[config.mk]
export PLATFORM = sky130hd
export DESIGN_NAME = dot_product_unit
export DESIGN_NICKNAME = d
export VERILOG_FILES = /design/src/rtl/ica_fxp_pkg.sv /design/src/rtl/dot_product_unit_fxp_mac.sv /design/src/rtl/dot_product_unit.sv
export SDC_FILE = /design/constraint.sdc
export NUM_CORES = 1
export LEC_CHECK = 0
export ABC_AREA = 1
export CAP_MARGIN = 40
export CORE_ASPECT_RATIO = 0.9
export CORE_MARGIN = 4
export CORE_UTILIZATION = 57
export DETAILED_ROUTE_END_ITERATION = 8
export PLACE_DENSITY_LB_ADDON = 0.05
export SYNTH_ARGS = -nofsm -noshare
export SYNTH_HDL_FRONTEND = slang
export SYNTH_HIERARCHICAL = 1
export SYNTH_SLANG_ARGS = --single-unit
[constraint.sdc]
create_clock -name clk -period 13.65 [get_ports clk]
set_input_delay 2.0475 -clock clk [delete_from_list [all_inputs] [get_ports clk]]
set_output_delay 2.0475 -clock clk [all_outputs]
set_load 0.005 [all_outputs]
[src/rtl/ica_fxp_pkg.sv]
// ica_fxp_pkg
// Shared fixed-point definitions for the FastICA datapath blocks:
//   - default element width, vector length and Q-format fraction bits
//   - accumulator width helper sized so a full dot product cannot overflow
//   - sat_to_data: clamp a wide signed value into a signed N-bit range
//   - dot-product FSM state encoding
package ica_fxp_pkg;

    localparam int DATA_WIDTH_DEF = 16;
    localparam int EXT_DIM_DEF    = 4;
    localparam int FRAC_BITS_DEF  = 12;

    typedef enum logic [1:0] {
        ST_IDLE  = 2'd0,
        ST_MAC   = 2'd1,
        ST_SCALE = 2'd2,
        ST_DONE  = 2'd3
    } dot_state_e;

    // Full-width product plus one growth bit per doubling of terms, plus one
    // spare so the sum of EXT_DIM worst-case products always fits.
    function automatic int acc_width(input int dw, input int dim);
        return 2 * dw + $clog2(dim) + 1;
    endfunction

    // Works on a 128-bit signed carrier so any parameterisation up to that
    // width can share one helper; caller keeps the low dw bits.
    function automatic logic signed [63:0] sat_to_data(input logic signed [127:0] v,
                                                       input int unsigned        dw);
        logic signed [127:0] max_v;
        logic signed [127:0] min_v;
        max_v = (128'sd1 <<< (dw - 1)) - 128'sd1;
        min_v = -(128'sd1 <<< (dw - 1));
        if (v > max_v) begin
            return max_v[63:0];
        end else if (v < min_v) begin
            return min_v[63:0];
        end
        return v[63:0];
    endfunction

endpackage

[src/rtl/dot_product_unit_fxp_mac.sv]
// fxp_mac
// Registered signed multiply-accumulate.
//   clk, rstn : clock, synchronous active-low reset
//   clr_i     : synchronous clear of the accumulator (wins over en_i)
//   en_i      : add a_i*b_i into the accumulator this edge
//   a_i, b_i  : signed operands, DATA_WIDTH bits each
//   acc_o     : signed accumulator, ACC_WIDTH bits
module fxp_mac #(
    parameter int DATA_WIDTH = 16,
    parameter int ACC_WIDTH  = 35
) (
    input  logic                         clk,
    input  logic                         rstn,
    input  logic                         clr_i,
    input  logic                         en_i,
    input  logic signed [DATA_WIDTH-1:0] a_i,
    input  logic signed [DATA_WIDTH-1:0] b_i,
    output logic signed [ACC_WIDTH-1:0]  acc_o
);

    logic signed [2*DATA_WIDTH-1:0] prod;
    logic signed [ACC_WIDTH-1:0]    acc_q;
    logic signed [ACC_WIDTH-1:0]    acc_d;

    assign prod  = a_i * b_i;
    assign acc_d = acc_q + ACC_WIDTH'(prod);
    assign acc_o = acc_q;

    always_ff @(posedge clk) begin
        if (!rstn) begin
            acc_q <= '0;
        end else if (clr_i) begin
            acc_q <= '0;
        end else if (en_i) begin
            acc_q <= acc_d;
        end
    end

endmodule

[src/rtl/dot_product_unit.sv]
// dot_product_unit
// Shared fixed-point dot-product responder. Latches two EXT_DIM-element
// signed vectors on a level start request, accumulates their products one
// element per cycle through a single MAC, then scales by FRAC_BITS with
// floor truncation and saturates to DATA_WIDTH.
//   clk, rstn          : clock, synchronous active-low reset
//   rstn_dot           : synchronous active-low per-operation clear
//   start_dot_product  : level request, held until done is seen
//   vector_a, vector_b : packed vectors, element i at [i*DATA_WIDTH +: DATA_WIDTH]
//   dot_product_done   : level, high from result valid until start drops
//   dot_product_result : signed scaled result, held until next latch/clear
//   busy               : high while in MAC or SCALE
//
// state    | meaning
// ---------+-----------------------------------------------------------
// ST_IDLE  | waiting for start; latches vectors and clears MAC on start
// ST_MAC   | one element product accumulated per edge
// ST_SCALE | shift, saturate, register result, raise done
// ST_DONE  | hold done until start drops, then back to idle
module dot_product_unit
    import ica_fxp_pkg::*;
#(
    parameter int DATA_WIDTH = DATA_WIDTH_DEF,
    parameter int EXT_DIM    = EXT_DIM_DEF,
    parameter int FRAC_BITS  = FRAC_BITS_DEF
) (
    input  logic                          clk,
    input  logic                          rstn,
    input  logic                          rstn_dot,
    input  logic                          start_dot_product,
    input  logic [DATA_WIDTH*EXT_DIM-1:0] vector_a,
    input  logic [DATA_WIDTH*EXT_DIM-1:0] vector_b,
    output logic                          dot_product_done,
    output logic [DATA_WIDTH-1:0]         dot_product_result,
    output logic                          busy
);

    localparam int ACC_WIDTH = acc_width(DATA_WIDTH, EXT_DIM);
    localparam int IDX_W     = (EXT_DIM > 1) ? $clog2(EXT_DIM) : 1;
    localparam logic [IDX_W-1:0] IDX_LAST = IDX_W'(EXT_DIM - 1);

    dot_state_e                    state_q;
    logic [IDX_W-1:0]              idx_q;
    logic [DATA_WIDTH*EXT_DIM-1:0] a_q;
    logic [DATA_WIDTH*EXT_DIM-1:0] b_q;
    logic                          done_q;
    logic [DATA_WIDTH-1:0]         result_q;
    logic                          busy_q;

    logic signed [DATA_WIDTH-1:0]  a_sel;
    logic signed [DATA_WIDTH-1:0]  b_sel;
    logic                          mac_clr;
    logic                          mac_en;
    logic signed [ACC_WIDTH-1:0]   acc;
    logic signed [ACC_WIDTH-1:0]   acc_shr;
    logic signed [127:0]           acc_ext;
    logic signed [63:0]            sat_full;
    logic [DATA_WIDTH-1:0]         result_d;

    assign a_sel = a_q[idx_q*DATA_WIDTH +: DATA_WIDTH];
    assign b_sel = b_q[idx_q*DATA_WIDTH +: DATA_WIDTH];

    // The accumulator is cleared on the latch edge so MAC starts from zero.
    assign mac_clr = !rstn_dot || ((state_q == ST_IDLE) && start_dot_product);
    assign mac_en  = (state_q == ST_MAC);

    fxp_mac #(
        .DATA_WIDTH (DATA_WIDTH),
        .ACC_WIDTH  (ACC_WIDTH)
    ) u_mac (
        .clk   (clk),
        .rstn  (rstn),
        .clr_i (mac_clr),
        .en_i  (mac_en),
        .a_i   (a_sel),
        .b_i   (b_sel),
        .acc_o (acc)
    );

    // Arithmetic shift floors toward -inf; no rounding is applied.
    assign acc_shr  = acc >>> FRAC_BITS;
    assign acc_ext  = 128'(acc_shr);
    assign sat_full = sat_to_data(acc_ext, DATA_WIDTH);
    assign result_d = sat_full[DATA_WIDTH-1:0];

    always_ff @(posedge clk) begin
        if (!rstn) begin
            state_q  <= ST_IDLE;
            idx_q    <= '0;
            a_q      <= '0;
            b_q      <= '0;
            done_q   <= 1'b0;
            result_q <= '0;
            busy_q   <= 1'b0;
        end else if (!rstn_dot) begin
            state_q  <= ST_IDLE;
            idx_q    <= '0;
            done_q   <= 1'b0;
            result_q <= '0;
            busy_q   <= 1'b0;
        end else begin
            case (state_q)
                ST_IDLE: begin
                    if (start_dot_product) begin
                        a_q     <= vector_a;
                        b_q     <= vector_b;
                        idx_q   <= '0;
                        busy_q  <= 1'b1;
                        state_q <= ST_MAC;
                    end
                end
                ST_MAC: begin
                    if (idx_q == IDX_LAST) begin
                        idx_q   <= '0;
                        state_q <= ST_SCALE;
                    end else begin
                        idx_q <= idx_q + 1'b1;
                    end
                end
                ST_SCALE: begin
                    result_q <= result_d;
                    done_q   <= 1'b1;
                    busy_q   <= 1'b0;
                    state_q  <= ST_DONE;
                end
                ST_DONE: begin
                    // No retrigger while start stays high: the initiator
                    // must drop it before a new request is accepted.
                    if (!start_dot_product) begin
                        done_q  <= 1'b0;
                        state_q <= ST_IDLE;
                    end
                end
                default: begin
                    state_q <= ST_IDLE;
                end
            endcase
        end
    end

    assign dot_product_done   = done_q;
    assign dot_product_result = result_q;
    assign busy               = busy_q;

endmodule

# Word level (Yosys, flattened, before mapping)
# Cells that the tools add are included.
# op_classes
n_eq_ne	7
bitwise_logic	1
addsub	2
reduce_logical	14
mul	1
order_cmp	2
shift	2
n_mux	16
# ops
operator	n
variable part select 64 x 7 -> 16 bit	2
2-to-1 mux 16 bit	3
adder 35 x 32 -> 35 bit	1
multiplier 16 x 16 -> 32 bit	1
> comparator 23 x 16 -> 1 bit (second input constant)	1
less-than comparator 23 x 16 -> 1 bit (second input constant)	1
2-to-1 mux 2 bit	5
case mux 2 bit (4 select lines)	1
AND reduction 2 bit	4
equality test 2 bit (second input constant)	3
AND reduction 3 bit	2
nonzero test 2 bit	3
2-to-1 mux 1 bit	4
!= test 2 bit (second input constant)	2
case mux 1 bit (2 select lines)	2
case mux 2 bit (2 select lines)	1
adder 2 x 1 -> 2 bit (second input constant)	1
equality test 2 x 1 -> 1 bit (second input constant)	1
logical NOT 2 bit	1
!= test 2 x 1 -> 1 bit (second input constant)	1
OR reduction 2 bit	1
logical AND 1 bit	1
logical NOT 1 bit	1
logical OR 1 bit	1
inverter 1 bit	1
# totals
elab_cells	53
out_inout_bits	18
in_bits	132
register_bits	185

# Depth between registers and ports, before layout
# logic_depth
word_depth	4
ltp_mapped	35
depth_no_buf	31

# Modules after synthesis
# The synthesis kept the hierarchy.
# modules_own_cells
module	instances	seq_area_each_um2	area_each_um2	cells_per_inst
fxp_mac	1	700.7	14024.7	1902
dot_product_unit	1	3002.9	6695.2	892

# Worst setup path before layout
# Ideal clock, no wire load.
# synth_path
path_type	reg-to-reg
start	reg idx_q[1]
end	reg u_mac.acc_q[34], in the netlist u_mac/acc_o[34]
stages_incl_launch_ff	31
slack_ns	7.311
arrival_time_ns	6.222
synth_period_minus_slack_ns	6.339
path_buffers	2
cell_sequence	dfxtp_1 clkinv_1 clkbuf_1 a21oi_1 a21oi_1 clkbuf_1 nand2_1 inv_1 fa_1 inv_1 fa_1 inv_1 fa_1 inv_1 fa_1 inv_1 fa_1 inv_1 fa_1 inv_1 ha_1 nand2_1 inv_2 nand2_2 nor3_1 and2_1 nand2_2 nand2_2 nor2_1 nor2_1 nor2_1
# synth_between
elab_chain_len	3
word_cells_on_any_way	4
classes_between	add/sub (1); mul (1); shift (2)
# synth_lines
element	line	source
start, declared	dot_product_unit.sv:43	logic [IDX_W-1:0] idx_q;
start signal, assigned	dot_product_unit.sv:117	idx_q <= idx_q + 1'b1;
variable part select 64 x 7 -> 16 bit	dot_product_unit.sv:60	assign a_sel = a_q[idx_q*DATA_WIDTH +: DATA_WIDTH];
named net a_sel[15]	dot_product_unit.sv:50	logic signed [DATA_WIDTH-1:0] a_sel;
multiplier 16 x 16 -> 32 bit	dot_product_unit_fxp_mac.sv:25	assign prod = a_i * b_i;
adder 35 x 32 -> 35 bit	dot_product_unit_fxp_mac.sv:26	assign acc_d = acc_q + ACC_WIDTH'(prod);
end signal, assigned	dot_product_unit_fxp_mac.sv:31	acc_q <= '0;
end signal, assigned	dot_product_unit_fxp_mac.sv:33	acc_q <= '0;
end signal, assigned	dot_product_unit_fxp_mac.sv:35	acc_q <= acc_d;
end, declared	dot_product_unit_fxp_mac.sv:22	logic signed [ACC_WIDTH-1:0] acc_q;
# The timed path passes the listed nets, and every way through them passes these cells.
# A chain may end at the register's enable or synchronous reset.

# Final worst setup path
# layout_path
start	reg idx_q[0]
end	reg u_mac.acc_q[34], in the netlist u_mac/acc_o[34]
# layout_between
elab_chain_len	3
word_cells_on_any_way	4
classes_between	add/sub (1); mul (1); shift (2)
# layout_lines
element	line	source
variable part select 64 x 7 -> 16 bit	dot_product_unit.sv:61	assign b_sel = b_q[idx_q*DATA_WIDTH +: DATA_WIDTH];
named net b_sel[1]	dot_product_unit.sv:51	logic signed [DATA_WIDTH-1:0] b_sel;
multiplier 16 x 16 -> 32 bit	dot_product_unit_fxp_mac.sv:25	
adder 35 x 32 -> 35 bit	dot_product_unit_fxp_mac.sv:26	
# The timed path passes the listed nets, and every way through them passes these cells.

==> flow_summary.yaml <==
synthesis:
  syn_avg_cell_area_um2: 7.42
  ys_ff_latch: 185
  synth_largest_area_cell: "fa_1"
  yosysSeqAreaShare_pct: 17.9
  yosysWarnings: 6
  yosysUniqueCellTypes: 39
  synth_top_flop_cell: "dfxtp_1"
  yosys-top-cells-area: "fa_1 (30%), dfxtp_1 (18%), inv_1 (14%), nand2_1 (9.6%), ha_1 (6.6%)"
  yosysTopAreaCellShare_pct: 30.0
  async_reset_ff_share_pct: 0
  synth_edf_count: 0
  syn_inst: 2794
  synth_commonest_cells: "inv_1 (776), nand2_1 (529), fa_1 (310), a21oi_1 (259), dfxtp_1 (185)"
  syn_area_um2: 20700
  synth.most_common_cell: "inv_1"
  synth_fp_nets: 3345
routing:
  ant_nets: 0
  drt_pre_antenna_iters: 6
  wl_per_cell_um: 16.4
  drtIter0Drc: 1396
  drc: 0
  vias: 17000
  routed_via_density: 5.09
  wl_um: 55000
placed_design:
  placed_cell_area_um2: 22400
  dpl.hpwl_um: 45000
  place_congestion: 0.922
  numPortBuffers: 149
floorplanning:
  ios: 150
  floorplan.initialDensity_pct: 58.4
  num_rows: 65
  die-width_um: 209
  die_area_um2: 39500
  dieHeight_um: 189
  coreArea_um2: 35500
clock_tree:
  cts_resized: 0
  clkTransAtPathRegs_ns: 0.07
  ctsLongestPathBuffers: 2
  cts_buffers: 17
  htree_levels: 4
  postCtsSetupBuffers: 0
  cts_num_sinks: 185
  cts_tree: "yes"
  worstSkewPairLatency_ns: 0.46
  cts.hold.buffers_added: 0
  cts-root-buf: "clkbuf_16"
layout:
  n_antenna_cell: 0
  area_growth_pct: 11.2
  multi_input_area_um2: 13300
  fillers: 3208
  regArea_um2: 3700
  fin_nets: 3416
  final_core_util_pct: 65.0
  drive_above_1_share_pct: 4.83
  final_area_um2: 23000
power:
  swShare_pct: 41.7
  p_int_uw: 1210
  clockPowerShare_pct: 25.1
  leakagePower_uw: 0.0126
  power_uw: 2070
  ir_drop_mv: 0.0877
  combPwrFrac_pct: 46.2
  pwr-share-seq_pct: 28.7
  switchingPower_uw: 864
  power_density_nw_per_um2: 89.9
timing:
  finalCritPeriodShare_pct: 53.4
  hold_viol: 0
  report.final.slew_viol_count: 0
  fmax_ghz: 0.137
  worst-slew-pin-transition_ns: 0.861
  timing.final.crit_period_ns: 7.29
  rsz0062_at_grt: "false"
  maxSlewHeadroom_pct: 42.6
  finalSetupTns_ns: 0
  skew_ns: 0.0155
  setup_viol: 0
  holdWs_ns: 0.446
run_status:
  status: "completed"
worst_setup_path:
  path_max_fanout: 97
  required_ns: 14.00
  crit_arrival_ns: 7.64
  cpMostUsedCell: "inv_1"
  slowest_delay_ns: 0.71
  worstSetupEndpointType: "flip-flop"
  start_kind: "flip-flop"
  crit_type: "reg -> reg"
  crit_slowest_cell: "fa_1"
grt:
  grt_pass1_wl_um: 91600
  overflow: 0
  grt_max_degree: 100
  antenna_found_initial: 0
  grt_pass1_vias: 17600
  grtUsageTotal_pct: 28.9
run:
  maxCapViolCount: 0
hold_path:
  min_path_type: "reg -> reg"
-- through the flow --
step / instances / worst slack, ns
2_1_floorplan: 2794 / 7.31
3_3_place_gp: 3310 / 6.54
3_5_place_dp: 3315 / 6.44
4_1_cts: 3347 / 6.41
5_1_grt: 3347 / 5.85
6_report: 3347 / 6.36
-- area by class of cell --
class	instances	share of cell area, %
well taps	469	2.55
repair buffers	192	8.19
inverters	787	12.8
clock inverters	11	0.576
clock buffers	21	2.04
multi-input cells	1682	57.7
flip-flops and latches	185	16.1
-- cell usage in the layout, fill, tap and decap left out, drive strengths merged, types with 4 or more instances in the layout --
master / count
fa: 310
buf: 44
nor2: 150
a21oi: 273
ha: 109
nor3: 5
clkinv: 6
inv: 789
nand4: 7
or2: 4
nand3: 52
nand2: 549
xor2: 11
clkdlybuf4s50: 148
dfxtp: 185
o21ai: 196
and2: 4
clkbuf: 21
-- registers in the layout, indices dropped and copies added (netlist names) --
| signal | flops |
|---|---|
| a_q | 64 |
| state_q | 2 |
| idx_q | 2 |
| u_mac/acc_o | 35 |
| b_q | 64 |
| busy | 1 |
| dot_product_done | 1 |
| dot_product_result | 16 |
-- cells by family (layout without fill, tap and decap cells) --
logic type	after synthesis	count (layout)	share of synthesized area, %
adder cells (fa/ha/maj)	419	419	36.5
AND/OR/NAND/NOR	772	772	15.0
XOR/XNOR	14	14	0.592
flip-flops	185	185	17.9
buffers and inverters	927	1011	18.0
AO/OA/AOI/OAI	477	477	12.0
-- layer usage --
layer / vias to the layer above / global-route usage [%] / share of wire (%)
met5: - / 0 / 0
met4: 0 / 4.42 / 1.1
met3: 51 / 6.66 / 7.8
met2: 513 / 44.7 / 45
met1: 8141 / 42.7 / 47
li1: 8320 / - / -
-- critical path, delay by kind of cell (launching register included) --
kind / cells / cell delay [ns]
adder cells (fa/ha/maj): 7 / 3.84
AO/OA/AOI/OAI: 5 / 0.78
flip-flops: 1 / 0.34
buffers and inverters: 9 / 1.54
AND/OR/NAND/NOR: 8 / 0.64
-- power by group through the flow --
stage	sequential, uW	clock, uW	combinational [uW]
after floorplan	599	0	641
after global placement	605	0	922
after detailed placement	606	0	928
after CTS	594	528	949
after global routing	598	550	1080
final	594	519	957
-- final timing paths --
check | from | endpoint | slack, ns | cells after the start
setup / recovery | idx_q[0] | u_mac/acc_o[34] | 6.36 | 29
setup reg to reg | idx_q[0] | u_mac/acc_o[34] | 6.36 | 29
hold / removal | a_q[35] | a_q[35] | 0.45 | 2
hold reg to reg | a_q[35] | a_q[35] | 0.45 | 2
Note: power is estimated with default switching activity, not from simulation.
